==> src/rtl/riscv_fetch_unit.sv <==
// Instruction fetch unit: request sequencer, in-order response FIFO, redirect discard.
// Optional macro FETCH_PERF_CNT_EN adds perf_fetched/perf_discarded counters.
module riscv_fetch_unit #(
    parameter logic [31:0] RESET_PC        = 32'h0000_0000,
    parameter int          FIFO_DEPTH      = 4,
    parameter int          MAX_OUTSTANDING = 2
) (
    input  logic        clk,
    input  logic        reset,
    output logic        mem_req_valid,
    output logic [31:0] mem_req_addr,
    input  logic        mem_req_ready,
    input  logic        mem_rsp_valid,
    input  logic [31:0] mem_rsp_data,
    input  logic        redirect_valid,
    input  logic [31:0] redirect_pc,
    output logic        out_valid,
    output logic [31:0] out_instr,
    output logic [31:0] out_pc,
    input  logic        out_ready
`ifdef FETCH_PERF_CNT_EN
    ,
    output logic [31:0] perf_fetched,
    output logic [31:0] perf_discarded
`endif
);

    localparam int PW = $clog2(FIFO_DEPTH);
    localparam int CW = PW + 1;

    logic [31:0]   r_fetch_pc;
    logic [31:0]   r_rsp_pc;
    logic [CW-1:0] r_count;
    logic [CW-1:0] r_inflight;
    logic [CW-1:0] r_discard;
    logic [PW-1:0] r_rd_ptr;
    logic [PW-1:0] r_wr_ptr;
    logic [31:0]   r_instr_q [FIFO_DEPTH];
    logic [31:0]   r_pc_q    [FIFO_DEPTH];

    logic          w_req_fire;
    logic          w_rsp;
    logic          w_drop;
    logic          w_push;
    logic          w_pop;
    logic [CW-1:0] w_inflight_nxt;
    logic [CW:0]   w_occupancy;
    logic [31:0]   w_redirect_tgt;

    assign w_redirect_tgt = redirect_pc & 32'hFFFF_FFFC;
    assign w_occupancy    = {1'b0, r_count} + {1'b0, r_inflight};

    assign mem_req_valid = !reset && !redirect_valid
                        && (r_inflight < CW'(MAX_OUTSTANDING))
                        && (w_occupancy < (CW+1)'(FIFO_DEPTH));
    assign mem_req_addr  = r_fetch_pc;

    assign w_req_fire = mem_req_valid && mem_req_ready;
    // responses with nothing outstanding are stray and ignored entirely
    assign w_rsp      = mem_rsp_valid && (r_inflight != '0);
    assign w_drop     = w_rsp && (redirect_valid || (r_discard != '0));
    assign w_push     = w_rsp && !w_drop;
    assign w_pop      = out_valid && out_ready;

    assign w_inflight_nxt = r_inflight + CW'(w_req_fire) - CW'(w_rsp);

    assign out_valid = (r_count != '0) && !redirect_valid;
    assign out_instr = r_instr_q[r_rd_ptr];
    assign out_pc    = r_pc_q[r_rd_ptr];

    always_ff @(posedge clk) begin
        if (reset) begin
            r_fetch_pc <= RESET_PC & 32'hFFFF_FFFC;
            r_rsp_pc   <= RESET_PC & 32'hFFFF_FFFC;
            r_count    <= '0;
            r_inflight <= '0;
            r_discard  <= '0;
            r_rd_ptr   <= '0;
            r_wr_ptr   <= '0;
        end else begin
            r_inflight <= w_inflight_nxt;
            if (redirect_valid) begin
                // everything still in flight belongs to the old path
                r_fetch_pc <= w_redirect_tgt;
                r_rsp_pc   <= w_redirect_tgt;
                r_discard  <= w_inflight_nxt;
                r_count    <= '0;
                r_rd_ptr   <= '0;
                r_wr_ptr   <= '0;
            end else begin
                if (w_req_fire)
                    r_fetch_pc <= r_fetch_pc + 32'd4;
                if (w_rsp && (r_discard != '0))
                    r_discard <= r_discard - CW'(1);
                if (w_push) begin
                    r_wr_ptr <= r_wr_ptr + PW'(1);
                    r_rsp_pc <= r_rsp_pc + 32'd4;
                end
                if (w_pop)
                    r_rd_ptr <= r_rd_ptr + PW'(1);
                r_count <= r_count + CW'(w_push) - CW'(w_pop);
            end
        end
    end

    always_ff @(posedge clk) begin
        if (w_push) begin
            r_instr_q[r_wr_ptr] <= mem_rsp_data;
            r_pc_q[r_wr_ptr]    <= r_rsp_pc;
        end
    end

`ifdef FETCH_PERF_CNT_EN
    logic [31:0] r_perf_fetched;
    logic [31:0] r_perf_discarded;

    always_ff @(posedge clk) begin
        if (reset) begin
            r_perf_fetched   <= '0;
            r_perf_discarded <= '0;
        end else begin
            if (w_push)
                r_perf_fetched <= r_perf_fetched + 32'd1;
            if (w_drop)
                r_perf_discarded <= r_perf_discarded + 32'd1;
        end
    end

    assign perf_fetched   = r_perf_fetched;
    assign perf_discarded = r_perf_discarded;
`endif

endmodule

==> config.mk <==
export PLATFORM = sky130hd
export DESIGN_NAME = riscv_fetch_unit
export DESIGN_NICKNAME = d
export VERILOG_FILES = /design/src/rtl/riscv_fetch_unit.sv
export SDC_FILE = /design/constraint.sdc
export NUM_CORES = 1
export LEC_CHECK = 0
export BUFFER_PORTS_ARGS = -buffer_cell sky130_fd_sc_hd__buf_2
export CAP_MARGIN = 20
export CORE_AREA = 2 2 174 176
export DETAILED_ROUTE_END_ITERATION = 6
export DIE_AREA = 0 0 176 178
export GPL_ROUTABILITY_DRIVEN = 0
export HOLD_SLACK_MARGIN = 0.12
export PLACE_DENSITY_LB_ADDON = 0.25
export SKIP_CTS_REPAIR_TIMING = 1
export SLEW_MARGIN = 20
export SYNTH_ARGS = -nofsm -noshare
export SYNTH_HDL_FRONTEND = slang
export SYNTH_SLANG_ARGS = --single-unit
==> constraint.sdc <==
create_clock -name clk -period 2.75 [get_ports clk]
set_input_delay 0.275 -clock clk [delete_from_list [all_inputs] [get_ports clk]]
set_output_delay 0.275 -clock clk [all_outputs]
set_load 0.01 [all_outputs]
======== Yosys cells after proc, flatten, opt, wreduce, memory -nomap -nowiden ========
Memory sizes are Yosys's and may differ from the RTL's. A register that Yosys moved wholly into a read port is not among the register bits.
Cells that the tools add are included.
word-level totals
  bits in registers ....................... 77
  memories ................................ 2
  bits of input ports ..................... 70
  word-level logic and storage cells ...... 56
  memory bits (writable) .................. 256
  output and inout port bits .............. 98
memory list
  name       depth  width  rd ports  clocked after memory_dff  wr ports  line  text
  r_instr_q  4      32     1         1                         1         38    logic [31:0] r_instr_q [FIFO_DEPTH];
  r_pc_q     4      32     1         1                         1         39    logic [31:0] r_pc_q [FIFO_DEPTH];
cells by class
  $add $sub $neg .......................... 10
  multiplexer cells ....................... 12
  magnitude comparators ................... 2
  reduce and logical (&&, ||, !) cells .... 21
operator list
  operator                                            count
  2-to-1 mux 32 bit                                   4
  adder 32 x 3 -> 32 bit, second input constant       2
  logical AND 1 bit                                   10
  nonzero test 3 bit                                  3
  2-to-1 mux 2 bit                                    4
  adder 3 x 1 -> 3 bit                                2
  2-to-1 mux 3 bit                                    2
  nonzero test 2 bit                                  3
  subtractor 3 x 1 -> 3 bit                           2
  adder 2 x 1 -> 2 bit, second input constant         2
  adder 3 x 3 -> 4 bit                                1
  < comparator 4 x 3 -> 1 bit, second input constant  1
  zero test 1 bit                                     3
  < comparator 3 x 2 -> 1 bit, second input constant  1
  subtractor 3 x 1 -> 3 bit, second input constant    1
  2-to-1 mux 1 bit                                    2
  OR reduction 2 bit                                  1
  logical OR 1 bit                                    1

======== Logic depth before layout (Yosys ltp) ========
Gate-level depths: netlist (run 1).
  depth in word-level cells ............... 8
  mapped depth ............................ 13

======== Least setup slack after synthesis (run 1) ========
Ideal clock, no wire load.
  path kind ............................... reg2reg
  start ................................... reg r_discard[0]
  end ..................................... mem r_instr_q[1][0] (enable)
  buffers on the path ..................... 0
  path slack .............................. -0.141 ns
  clock period less this slack ............ 2.891 ns
  data arrival time ....................... 2.465 ns
  data required time ...................... 2.324 ns
  cell stages (with the launch flop) ...... 6
  cells stage by stage .................... dfxtp_1 -> inv_1 -> ha_1 -> nand2b_1 -> nor3_2 -> and2_1
on the way
  cells in the longest elaborated chain, start to end .. 7
RTL lines
  element                                 line  text
  start: declaration                      35    logic [CW-1:0] r_discard;
  start signal: assignment                86    r_discard <= w_inflight_nxt;
  start signal: assignment                94    r_discard <= r_discard - CW'(1);
  nonzero test 3 bit                      61    assign w_drop = w_rsp && (redirect_valid || (r_discard != '0));
  logical OR 1 bit                        61
  logical AND 1 bit                       61
  zero test 1 bit                         62    assign w_push = w_rsp && !w_drop;
  logical AND 1 bit                       62
  2-to-1 mux 1 bit                        107   if (w_push) begin
  2-to-1 mux 1 bit (implied by the code)  108   r_instr_q[r_wr_ptr] <= mem_rsp_data;
  end: declaration                        38
No other way between the ends.

======== Final worst setup path (run 1) ========
  start ................................... reg r_count[2]
  end ..................................... reg r_discard[2]
on the way
  cells in the longest elaborated chain, start to end .. 7
RTL lines
  element                      line  text
  start: declaration           33    logic [CW-1:0] r_count;
  start signal: assignment     101   r_count <= r_count + CW'(w_push) - CW'(w_pop);
  adder 3 x 3 -> 4 bit         51    assign w_occupancy = {1'b0, r_count} + {1'b0, r_inflight};
  < comparator 4 x 3 -> 1 bit  55    && (w_occupancy < (CW+1)'(FIFO_DEPTH));
  logical AND 1 bit            55
  logical AND 1 bit            58    assign w_req_fire = mem_req_valid && mem_req_ready;
  adder 3 x 1 -> 3 bit         65    assign w_inflight_nxt = r_inflight + CW'(w_req_fire) - CW'(w_rsp);
  subtractor 3 x 1 -> 3 bit    65
  2-to-1 mux 3 bit             82    if (redirect_valid) begin
No other way between the ends.
A chain may end at the register's enable or synchronous reset.

==> summary.md, run 1 <==
| Metric | Value |
|---|---|
| WL per Instance | `19.4 µm` |
| Num ports | `168` |
| Final setup viols | `0` |
| Worst Path Arrival | `2.98 ns` |
| Post-synthesis sequential area ratio | `68.0%` |
| Drt total wl | `28900 µm` |
| Hold Crit Endpoint | `r_rsp_pc[10]` |
| Most common cell after layout, fill and taps aside | `edfxtp_1` |
| CP top delay family | `adder cells` |
| Synth Area in Compound Gates | `5.31%` |
| GR Util All Layers | `18.2%` |
| Post-route antenna net violation count | `0` |
| Origin of the worst min-delay path | `redirect_pc[10]` |
| Vias per cell | `5.39` |
| Cells after Synth | `832` |
| Largest net degree at the start of global routing | `36` |
| Peak VDD IR | `0.398 mV` |
| Synth Area in Simple Gates | `9.36%` |
| DRC Markers | `0` |
| Reg2Reg Setup Slack | `0.19 ns` |
| Commonest cells after routing, fill and taps aside | `edfxtp_1, buf_2, dfxtp_1, mux4_2, nand2_1` |
| CP Capture Type | `register` |
| PwrDens | `718 nW/µm²` |
| Post-synth EDFFs | `248` |
| Tcrit/Tclk final | `93.0%` |
| Reg2reg start | `r_count[2]` |
| Outcome | `finished, final reports clean` |
| Crit-path slowest cell | `fa_1` |
| Largest family of logic cells by synthesized area | `multiplexers` |
| Total negative slack | `0 ns` |
| Detail Placement HPWL | `19200 µm` |
| Crit Path Max Fanout | `3` |
| Worst hold path depth | `3` |
| Vias in the first global route | `7859` |
| Max Slew Vio Count | `0` |
| Clock Skews | `0.00823 ns` |
| Pwr Total | `11.7 mW` |
| Unique masters post-synth | `65` |
| CTS Buf Count | `35` |
| Peak Freq | `391 MHz` |
| Worst slew pin tran | `0.702 ns` |
| GR Overflow Total | `0` |
| Share of layout cells above drive strength 1 | `30.5%` |
| Post-synth top flop | `edfxtp_1` |
| Worst slew margin | `52.9%` |
| Netlist Area Pre-Place | `13200 µm²` |
| H-tree depth | `2` |
| CP max stage delay | `0.38 ns` |
| Cell repeated most along the worst path | `ha_1` |
| Core ar. | `29400 µm²` |
| Area grow syn2layout | `23.7%` |
| Die X | `176 µm` |
| Number of synthesized register bits | `323` |
| CTS tree | `built` |
| Hold crit path type | `input pin to register` |
| Non-filler cells, final | `1487` |
| Synth async-reset ratio | `0%` |
| Worst R2R Path Depth | `10` |
| Worst Path Buf+Inv | `2` |
| RR Endpoint | `r_discard[2]` |
| Min Tclk post-route | `2.56 ns` |
| Initial DRC count | `488` |
| RSZ-0062 raised after global routing | `false` |
| Clock-pin slew on the worst setup and hold paths | `0.06 ns` |
| Type of the worst setup path | `register to register` |
| CTS root buf | `clkbuf_16` |
| Die ar. | `31300 µm²` |
| Diode count | `0` |
| Max Cap Viol | `0` |
| Synthesis warning total | `0` |
| Post-synthesis mux area share | `10.9%` |
| CTS Sinks | `323` |
| Post-layout nets | `1158` |
| CP Cell Sequence | `ha_1 -> nor4b_2 -> and4_1 -> inv_2 -> ha_1 -> inv_1 -> ha_1 -> fa_1 -> xor2_1 -> a211oi_1` |
| Required time of the critical path | `3.17 ns` |
| Final hold violation count | `0` |
| Fraction of the mapped netlist area in adder cells | `1.73%` |
| Row cnt | `63` |
| First-pass iteration count of the detailed router | `5` |
| Synth Area in XOR/XNOR | `2.46%` |
| Die Ht | `178 µm` |
| PortBufs | `161` |
| Worst setup SP type | `register` |
| Via count | `8009` |
| Starting Density | `44.7%` |
| First-pass GRT wire length | `43900 µm` |
| Initial antenna violation count | `0` |
| Pleak | `5.64 nW` |
| CTS max path bufs | `3` |
| Mapped Avg Cell Area | `15.8 µm²` |
| Worst-Skew Late Latency | `0.50 ns` |
| Dpl cells | `1375` |
layout make-up:
cell class              count  area [µm²]
fillers                  2344       13100
flip-flops and latches    323        8950
clock buffers              50        1010
multi-input cells         446        3930
repair buffers            242        1650
inverters                  23        86.3
well taps                 390         488
clock inverters            13         161
worst register-to-register path: stages, from the launching register on:
cell and delay [ns]:
dfxtp_1 0.34, ha_1 0.31, nor4b_2 0.25, and4_1 0.28
inv_2 0.05, ha_1 0.26, inv_1 0.04, ha_1 0.18
fa_1 0.38, xor2_1 0.17, a211oi_1 0.23
cells in the mapped netlist (3+ instances only):
cell type    n  share of area (%)
a21boi_0    13               0.74
buf_1        3              0.086
nor4_2       5               0.48
xor2_1      14               0.93
xnor2_1     23                1.5
o211ai_1     6               0.34
or3_1        7               0.33
o21ai_1      7               0.27
mux4_2      62                 11
mux2_2       3               0.26
nand2_1     52                1.5
a211oi_1     7               0.40
o21ai_0     12               0.46
inv_1       21               0.60
nand4_1     24                1.1
o21a_1      10               0.57
edfxtp_1   248                 57
buf_2        4               0.15
and3_1       7               0.33
dfxtp_1     75                 11
clkbuf_1    28               0.80
nor2_1      34               0.97
nor2b_1      3               0.14
or2_2        3               0.14
a31oi_1     15               0.71
nor4_1       3               0.14
or4_1        4               0.23
and4_1       8               0.53
ha_1        15                1.4
o311ai_0     3               0.20
a21oi_1     18               0.68
nand3_1     33                1.3
nor3_1       9               0.34
buf_4        5               0.29
and2_1      10               0.48
power by group:
part / internal (mW) / total (mW) / switching (mW)
combinational: 0.571 / 1.27 / 0.699
clock: 2.92 / 4.71 / 1.79
sequential: 5.53 / 5.71 / 0.181
sequential cells by signal, indices dropped and copies added (netlist names), named ones only:
register and count:
r_instr_q 128, r_inflight 3, r_discard 3, r_count 3, mem_req_addr 30, r_rd_ptr 2
r_pc_q 120, r_wr_ptr 2, r_rsp_pc 30
through the flow:
stage          area [µm²]  worst slack [ns]  utilization, %  hold WS (ns)
2_1_floorplan       13200            0.0418               -         0.374
3_3_place_gp        14600             0.222            49.7         0.491
3_5_place_dp        14600             0.207            49.7         0.492
4_1_cts             15800             0.167            53.7       -0.0350
5_1_grt             16300            0.0379            55.4         0.124
6_report            16300             0.193            55.4         0.107
per-layer routing:
layer	wire length [µm]	vias up	global-route usage [%]	share of wire [%]
met4	812	0	6.06	2.8
met5	0	-	0	0
met3	1740	60	3.18	6.0
met1	13100	3913	25.5	46
li1	-	3738	-	-
met2	13200	298	29.3	46
worst max path at each step:
| stage | start | cells past startpoint | end | slack, ns |
|---|---|---|---|---|
| 6_report | r_count[2] | 10 | r_discard[2] | 0.19 |
| 5_1_grt | r_inflight[2] | 10 | r_discard[2] | 0.04 |
| 4_1_cts | r_count[2] | 10 | r_discard[2] | 0.17 |
| 3_5_place_dp | r_count[2] | 10 | r_discard[2] | 0.21 |
| 3_3_place_gp | r_count[2] | 10 | r_discard[2] | 0.22 |
| 2_1_floorplan | r_count[2] | 12 | r_discard[2] | 0.04 |
cells by family (layout without fill, tap and decap cells):
group / count (synthesis) / after routing
DFF: 323 / 323
and+or+nand+nor: 219 / 219
AOI/OAI and AO/OA: 104 / 104
buffers and inverters: 66 / 328
muxes: 65 / 65
xor gates and xnor gates: 37 / 37
adders and majority gates: 17 / 17
other: 1 / 4
(Power assumes the default switching activity.)
==> inputs of run 2 (changes only) <==
--- a/config.mk
+++ b/config.mk
@@ -6,10 +6,9 @@
 export NUM_CORES = 1
 export LEC_CHECK = 0
 export BUFFER_PORTS_ARGS = -buffer_cell sky130_fd_sc_hd__buf_2
-export CAP_MARGIN = 20
-export CORE_AREA = 2 2 174 176
+export CORE_AREA = 2 2 160 162
 export DETAILED_ROUTE_END_ITERATION = 6
-export DIE_AREA = 0 0 176 178
+export DIE_AREA = 0 0 162 164
 export GPL_ROUTABILITY_DRIVEN = 0
 export HOLD_SLACK_MARGIN = 0.12
 export PLACE_DENSITY_LB_ADDON = 0.25
==> constraint.sdc (replaced) <==
create_clock -name clk -period 2.5 [get_ports clk]
set_input_delay 0.25 -clock clk [delete_from_list [all_inputs] [get_ports clk]]
set_output_delay 0.25 -clock clk [all_outputs]
set_load 0.01 [all_outputs]
==> run 2 against run 1 <==
  * Clock skew grew 0.0075 ns
  * Sequential power grew 10%
  * Critical path depth is the same
  * Register-to-register slack lost 0.09 ns
  * Clock-buffer cell count shrank 8
  * Setup slack lost 0.093 ns
  * Utilization grew 10 points
  * Largest cell class unchanged
  * Largest power group unchanged
  * Combinational power grew 16%
==> summary.md, run 2 (same netlist as run 1, synthesis figures left out) <==
| Metric | Value |
|---|---|
| Outcome | `finished, final reports clean (unchanged)` |
| Worst Path Arrival | `2.83 ns (was 2.98 ns)` |
| Met3 WL | `1870 µm (was 1740 µm)` |
| Hold crit path type | `input pin to register (unchanged)` |
| Initial DRC count | `578 (was 488)` |
| WL per Instance | `19.5 µm (was 19.4 µm)` |
| CTS Sinks | `323 (unchanged)` |
| CP Cell Sequence | `ha_4 -> nor4b_4 -> and4_4 -> inv_6 -> ha_4 -> inv_2 -> ha_4 -> fa_2 -> xor2_1 -> a211oi_1 (was ha_1 -> nor4b_2 -> and4_1 -> inv_2 -> ha_1 -> inv_1 -> ha_1 -> fa_1 -> xor2_1 -> a211oi_1)` |
| Cell repeated most along the worst path | `ha_4 (was ha_1)` |
| GR Util All Layers | `21.0% (was 18.2%)` |
| Largest net degree at the start of global routing | `50 (was 36)` |
| Tcrit/Tclk final | `96.0% (was 93.0%)` |
| CTS root buf | `clkbuf_16 (unchanged)` |
| RSZ-0062 raised after global routing | `true (was false)` |
| Vias in the first global route | `7736 (was 7859)` |
| First-pass GRT wire length | `43200 µm (was 43900 µm)` |
| DRC Markers | `0 (unchanged)` |
| Detail Placement HPWL | `18300 µm (was 19200 µm)` |
| Die Ht | `164 µm (was 178 µm)` |
| Via count | `8167 (was 8009)` |
| Clock power frac | `38.7% (was 40.3%)` |
| Switching Share | `23.6% (was 22.9%)` |
| Type of the worst setup path | `register to register (unchanged)` |
| Worst setup margin | `0.0992 ns (was 0.193 ns)` |
| Vias per cell | `5.68 (was 5.39)` |
| Area grow syn2layout | `23.9% (was 23.7%)` |
| Comb pwr share | `11.7% (was 10.9%)` |
| Clock-pin slew on the worst setup and hold paths | `0.06 ns (about the same)` |
| First-pass iteration count of the detailed router | `5 (unchanged)` |
| CTS max path bufs | `3 (unchanged)` |
| WL met2 | `13100 µm (was 13200 µm)` |
| Total negative slack | `0 ns (unchanged)` |
| Finished Core Util | `65.7% (was 55.4%)` |
| PortBufs | `161 (unchanged)` |
| Min Tclk post-route | `2.40 ns (was 2.56 ns)` |
| Max Slew Vio Count | `0 (unchanged)` |
| Post-layout nets | `1168 (was 1158)` |
| Worst-Skew Late Latency | `0.51 ns (was 0.50 ns)` |
| Sequential share of power | `49.7% (was 48.9%)` |
| Commonest cells after routing, fill and taps aside | `edfxtp_1, buf_2, dfxtp_1, mux4_2 (was edfxtp_1, buf_2, dfxtp_1, mux4_2, nand2_1)` |
| Largest Register | `r_instr_q (unchanged)` |
| Crit-path slowest cell | `dfxtp_4 (was fa_1)` |
| Die X | `162 µm (was 176 µm)` |
| Max layer used | `met4 (unchanged)` |
| Biggest registers after layout | `r_instr_q x128, r_pc_q x120 (unchanged)` |
| CP Capture Type | `register (unchanged)` |
| Sw Pwr | `2.99 mW (was 2.67 mW)` |
| Starting Density | `53.0% (was 44.7%)` |
| Pre-CTS setup slack | `-0.0411 ns (was 0.207 ns)` |
| Die ar. | `26600 µm² (was 31300 µm²)` |
| Share of layout cells above drive strength 1 | `31.7% (was 30.5%)` |
| Core ar. | `24800 µm² (was 29400 µm²)` |
| Worst setup SP type | `register (unchanged)` |
| CTS Buf Count | `34 (was 35)` |
| Worst slew margin | `63.0% (was 52.9%)` |
| Pint | `9.67 mW (was 9.02 mW)` |
| Initial antenna violation count | `0 (unchanged)` |
| Pleak | `5.65 nW (was 5.64 nW)` |
| Most common cell after layout, fill and taps aside | `edfxtp_1 (unchanged)` |
| Worst slew pin tran | `0.551 ns (was 0.702 ns)` |
| PwrDens | `776 nW/µm² (was 718 nW/µm²)` |
| CTS tree | `built (unchanged)` |
| Required time of the critical path | `2.93 ns (was 3.17 ns)` |
| Peak VDD IR | `0.439 mV (was 0.398 mV)` |
| Final hold violation count | `0 (unchanged)` |
| Peak Freq | `417 MHz (was 391 MHz)` |
| Num ports | `168 (unchanged)` |
| Fin area | `16300 µm² (about the same)` |
| CP max stage delay | `0.36 ns (was 0.38 ns)` |
| H-tree depth | `2 (unchanged)` |
| Clock Skews | `0.0158 ns (was 0.00823 ns)` |
| Drt total wl | `28000 µm (was 28900 µm)` |
| Dpl cell area | `14700 µm² (was 14600 µm²)` |
| Row cnt | `58 (was 63)` |
| Post-route antenna net violation count | `0 (unchanged)` |
| Final setup viols | `0 (unchanged)` |
| Met1 WL | `12500 µm (was 13100 µm)` |
| Largest register FFs | `128 (unchanged)` |
| Max Cap Viol | `0 (unchanged)` |
| GR Overflow Total | `0 (unchanged)` |
| Crit Path Max Fanout | `5 (was 3)` |
-- run 2: per-stage QoR --
stage	power [mW]	hold WS [ns]	instances
2_1_floorplan	7.21	0.349	835
3_3_place_gp	7.75	0.466	1323
3_5_place_dp	7.79	0.468	1323
4_1_cts	12.7	-0.0665	1384
5_1_grt	13.1	0.128	1436
6_report	12.7	0.106	1437
-- run 2: layout make-up --
type                            instances  area (µm²)
Clock inverter                         19         194
Sequential cell                       323        8960
Tap cell                              330         413
Timing Repair Buffer                  253        1750
Fill cell                            1769        8520
Antenna cell                            1        2.50
Multi-Input combinational cell        446        3990
Clock buffer                           42         901
Inverter                               23        91.3
-- run 2: worst paths after layout --
check,from,endpoint,slack [ns],cells past startpoint
hold / removal,redirect_pc[22],r_rsp_pc[22],0.11,3
setup reg to reg,r_inflight[2],r_discard[2],0.1,10
setup / recovery,r_inflight[2],r_discard[2],0.1,10
hold reg to reg,r_wr_ptr[1],r_wr_ptr[1],0.51,2
-- run 2: power by group through the flow --
stage          clock [mW]  sequential (mW)  combinational (mW)
6_report             4.90             6.28                1.47
5_1_grt              5.21             6.32                1.62
4_1_cts              4.99             6.28                1.41
3_5_place_dp            0             6.39                1.40
3_3_place_gp            0             6.38                1.37
2_1_floorplan           0             6.36               0.855
-- run 2: worst max-delay path: cells and delay by family, from the launching register on --
kind / cells / cell delay [ns]
compound gates: 1 / 0.19
xor+xnor: 1 / 0.17
fa+ha+maj: 4 / 0.99
buf+inv: 2 / 0.08
flops: 1 / 0.36
simple gates: 2 / 0.53
-- run 2: per-layer routing --
metal  vias to the layer above  global-route usage (%)
met4                         0                    5.31
met5                         -                       0
li1                       3764                       -
met3                        45                    3.43
met1                      4028                    31.2
met2                       330                    32.8
==> inputs of run 3 (changes only) <==
--- a/config.mk
+++ b/config.mk
@@ -6,9 +6,11 @@
 export NUM_CORES = 1
 export LEC_CHECK = 0
 export BUFFER_PORTS_ARGS = -buffer_cell sky130_fd_sc_hd__buf_2
-export CORE_AREA = 2 2 160 162
+export CELL_PAD_IN_SITES_DETAIL_PLACEMENT = 0
+export CELL_PAD_IN_SITES_GLOBAL_PLACEMENT = 1
+export CORE_AREA = 2 2 169 171
 export DETAILED_ROUTE_END_ITERATION = 6
-export DIE_AREA = 0 0 162 164
+export DIE_AREA = 0 0 171 173
 export GPL_ROUTABILITY_DRIVEN = 0
 export HOLD_SLACK_MARGIN = 0.12
 export PLACE_DENSITY_LB_ADDON = 0.25
==> run 3 against run 2 <==
  * Maximum frequency up 1.4%
  * Sequential power about the same
  * Register-to-register slack better by 0.03 ns
  * Critical path type unchanged
==> summary.md, run 3 (same netlist as run 1, synthesis figures left out) <==
| Metric | Value |
|---|---|
| DRC Markers | `0 (unchanged)` |
| CTS tree | `built (unchanged)` |
| Worst slew pin tran | `0.507 ns (was 0.551 ns)` |
| Most common cell after layout, fill and taps aside | `edfxtp_1 (unchanged)` |
| Switching Share | `23.6% (about the same)` |
| Vias in the first global route | `7616 (was 7736)` |
| Drt total wl | `28300 µm (was 28000 µm)` |
| Largest Register | `r_instr_q (unchanged)` |
| Hold crit path type | `input pin to register (unchanged)` |
| Die Ht | `173 µm (was 164 µm)` |
| Outcome | `finished, final reports clean (unchanged)` |
| Crit Path Max Fanout | `5 (unchanged)` |
| Initial DRC count | `482 (was 578)` |
| Worst Path Arrival | `2.78 ns (was 2.83 ns)` |
| Worst setup SP type | `register (unchanged)` |
| Tcrit/Tclk final | `94.7% (was 96.0%)` |
| First-pass iteration count of the detailed router | `5 (unchanged)` |
| Sequential share of power | `50.5% (was 49.7%)` |
| Peak VDD IR | `0.403 mV (was 0.439 mV)` |
| Max Slew Vio Count | `0 (unchanged)` |
| GR Util All Layers | `18.7% (was 21.0%)` |
| Row cnt | `61 (was 58)` |
| Max Cap Viol | `0 (unchanged)` |
| Area grow syn2layout | `24.1% (was 23.9%)` |
| Diode count | `0 (was 1)` |
| Fillers | `2203 (was 1769)` |
| Post-layout nets | `1171 (was 1168)` |
| Type of the worst setup path | `register to register (unchanged)` |
| Worst-Skew Late Latency | `0.50 ns (was 0.51 ns)` |
| CP startpoint | `r_inflight[2] (unchanged)` |
| Total negative slack | `0 ns (unchanged)` |
| Vias per cell | `5.38 (was 5.68)` |
| Largest net degree at the start of global routing | `63 (was 50)` |
| CTS root buf | `clkbuf_16 (unchanged)` |
| Final hold violation count | `0 (unchanged)` |
| CTS max path bufs | `3 (unchanged)` |
| H-tree depth | `2 (unchanged)` |
| Pleak | `5.63 nW (was 5.65 nW)` |
| RSZ-0062 raised after global routing | `false (was true)` |
| Starting Density | `47.6% (was 53.0%)` |
| Num ports | `168 (unchanged)` |
| Reg2Reg Setup Slack | `0.13 ns (was 0.1 ns)` |
| Via count | `7989 (was 8167)` |
| Pwr Total | `12.4 mW (was 12.7 mW)` |
| Worst R2R Path Depth | `10 (unchanged)` |
| Reg2reg start | `r_inflight[2] (unchanged)` |
| Final setup viols | `0 (unchanged)` |
| First-pass GRT wire length | `43100 µm (was 43200 µm)` |
| Worst Setup EP | `r_discard[2] (unchanged)` |
| Clock-pin slew on the worst setup and hold paths | `0.06 ns (about the same)` |
| Die X | `171 µm (was 162 µm)` |
| CP Capture Type | `register (unchanged)` |
| Core ar. | `27600 µm² (was 24800 µm²)` |
| Clock Skews | `0.0149 ns (was 0.0158 ns)` |
| Required time of the critical path | `2.92 ns (was 2.93 ns)` |
| CTS Sinks | `323 (unchanged)` |
| PortBufs | `161 (unchanged)` |
| Comb pwr share | `12.1% (was 11.7%)` |
| Register Area | `8960 µm² (about the same)` |
| Sw Pwr | `2.93 mW (was 2.99 mW)` |
| Pint | `9.51 mW (was 9.67 mW)` |
| Commonest cells after routing, fill and taps aside | `edfxtp_1, buf_2, dfxtp_1, mux4_2, dlygate4sd3_1 (was edfxtp_1, buf_2, dfxtp_1, mux4_2)` |
| Biggest registers after layout | `r_instr_q x128, r_pc_q x120 (unchanged)` |
| Worst slew margin | `65.9% (was 63.0%)` |
| Detail Placement HPWL | `18400 µm (was 18300 µm)` |
| Clock power frac | `37.4% (was 38.7%)` |
| Area used by multi-input combinational logic | `4000 µm² (was 3990 µm²)` |
| WL per Instance | `19.0 µm (was 19.5 µm)` |
| PwrDens | `762 nW/µm² (was 776 nW/µm²)` |
| Die ar. | `29600 µm² (was 26600 µm²)` |
| Peak Freq | `422 MHz (was 417 MHz)` |
| Share of layout cells above drive strength 1 | `31.5% (was 31.7%)` |
| Initial antenna violation count | `0 (unchanged)` |
| Post-route antenna net violation count | `0 (unchanged)` |
| GR Overflow Total | `0 (unchanged)` |
| RR Endpoint | `r_discard[2] (unchanged)` |
| Min Tclk post-route | `2.37 ns (was 2.40 ns)` |
| Largest register FFs | `128 (unchanged)` |
| CTS Buf Count | `34 (unchanged)` |
## run 3: worst min-delay path by stage
stage                     slack, ns              from               end  depth (start not counted)
final                          0.15    redirect_pc[4]       r_rsp_pc[4]                          3
after CTS                     -0.06  mem_rsp_data[15]  r_instr_q[0][15]                          1
after global placement         0.46  mem_rsp_data[12]  r_instr_q[0][12]                          1
after global routing           0.17    redirect_pc[4]       r_rsp_pc[4]                          3
after floorplan                0.35   mem_rsp_data[0]   r_instr_q[0][0]                          0
after detailed placement       0.47  mem_rsp_data[15]  r_instr_q[2][15]                          1
## run 3: cell type report
cell class	instances	share of cell area, %
multi-input cells	446	24.5
inverters	23	0.559
repair buffers	256	10.9
clock buffers	47	5.70
clock inverters	13	0.605
flip-flops and latches	323	54.9
well taps	378	2.90
## run 3: worst max-delay path: stages, from the launching register on
cell	delay, ns
dfxtp_4	0.36
ha_4	0.24
nor4b_4	0.23
and4_4	0.29
inv_6	0.04
ha_4	0.25
inv_2	0.03
ha_4	0.14
fa_2	0.34
xor2_2	0.16
a211oi_2	0.20
## run 3: metal layers
layer  GRT usage [%]  vias up  routed length (µm)
li1                -     3760                   -
met1            28.0     3958               13300
met2            28.4      238               13000
met3            3.48       33                1520
met4            4.52        0                 398
met5               0        -                   0
## run 3: power by group through the flow
| stage | clock network [mW] | logic, mW | registers [mW] |
|---|---|---|---|
| 6_report | 4.66 | 1.50 | 6.28 |
| 5_1_grt | 4.97 | 1.66 | 6.31 |
| 4_1_cts | 4.78 | 1.42 | 6.28 |
| 3_5_place_dp | 0 | 1.41 | 6.39 |
| 3_3_place_gp | 0 | 1.40 | 6.38 |
| 2_1_floorplan | 0 | 0.855 | 6.36 |
## run 3: per-stage QoR
step	setup slack (ns)	utilization [%]	instance area [µm²]	hold slack, ns	cells
6_report	0.133	59.1	16300	0.152	1486
2_1_floorplan	-0.0628	-	13200	0.349	835
3_5_place_dp	-0.000344	53.3	14700	0.474	1372
4_1_cts	-0.0138	57.1	15800	-0.0634	1432
3_3_place_gp	0.0370	53.3	14700	0.464	1372
5_1_grt	0.0263	59.1	16300	0.169	1486
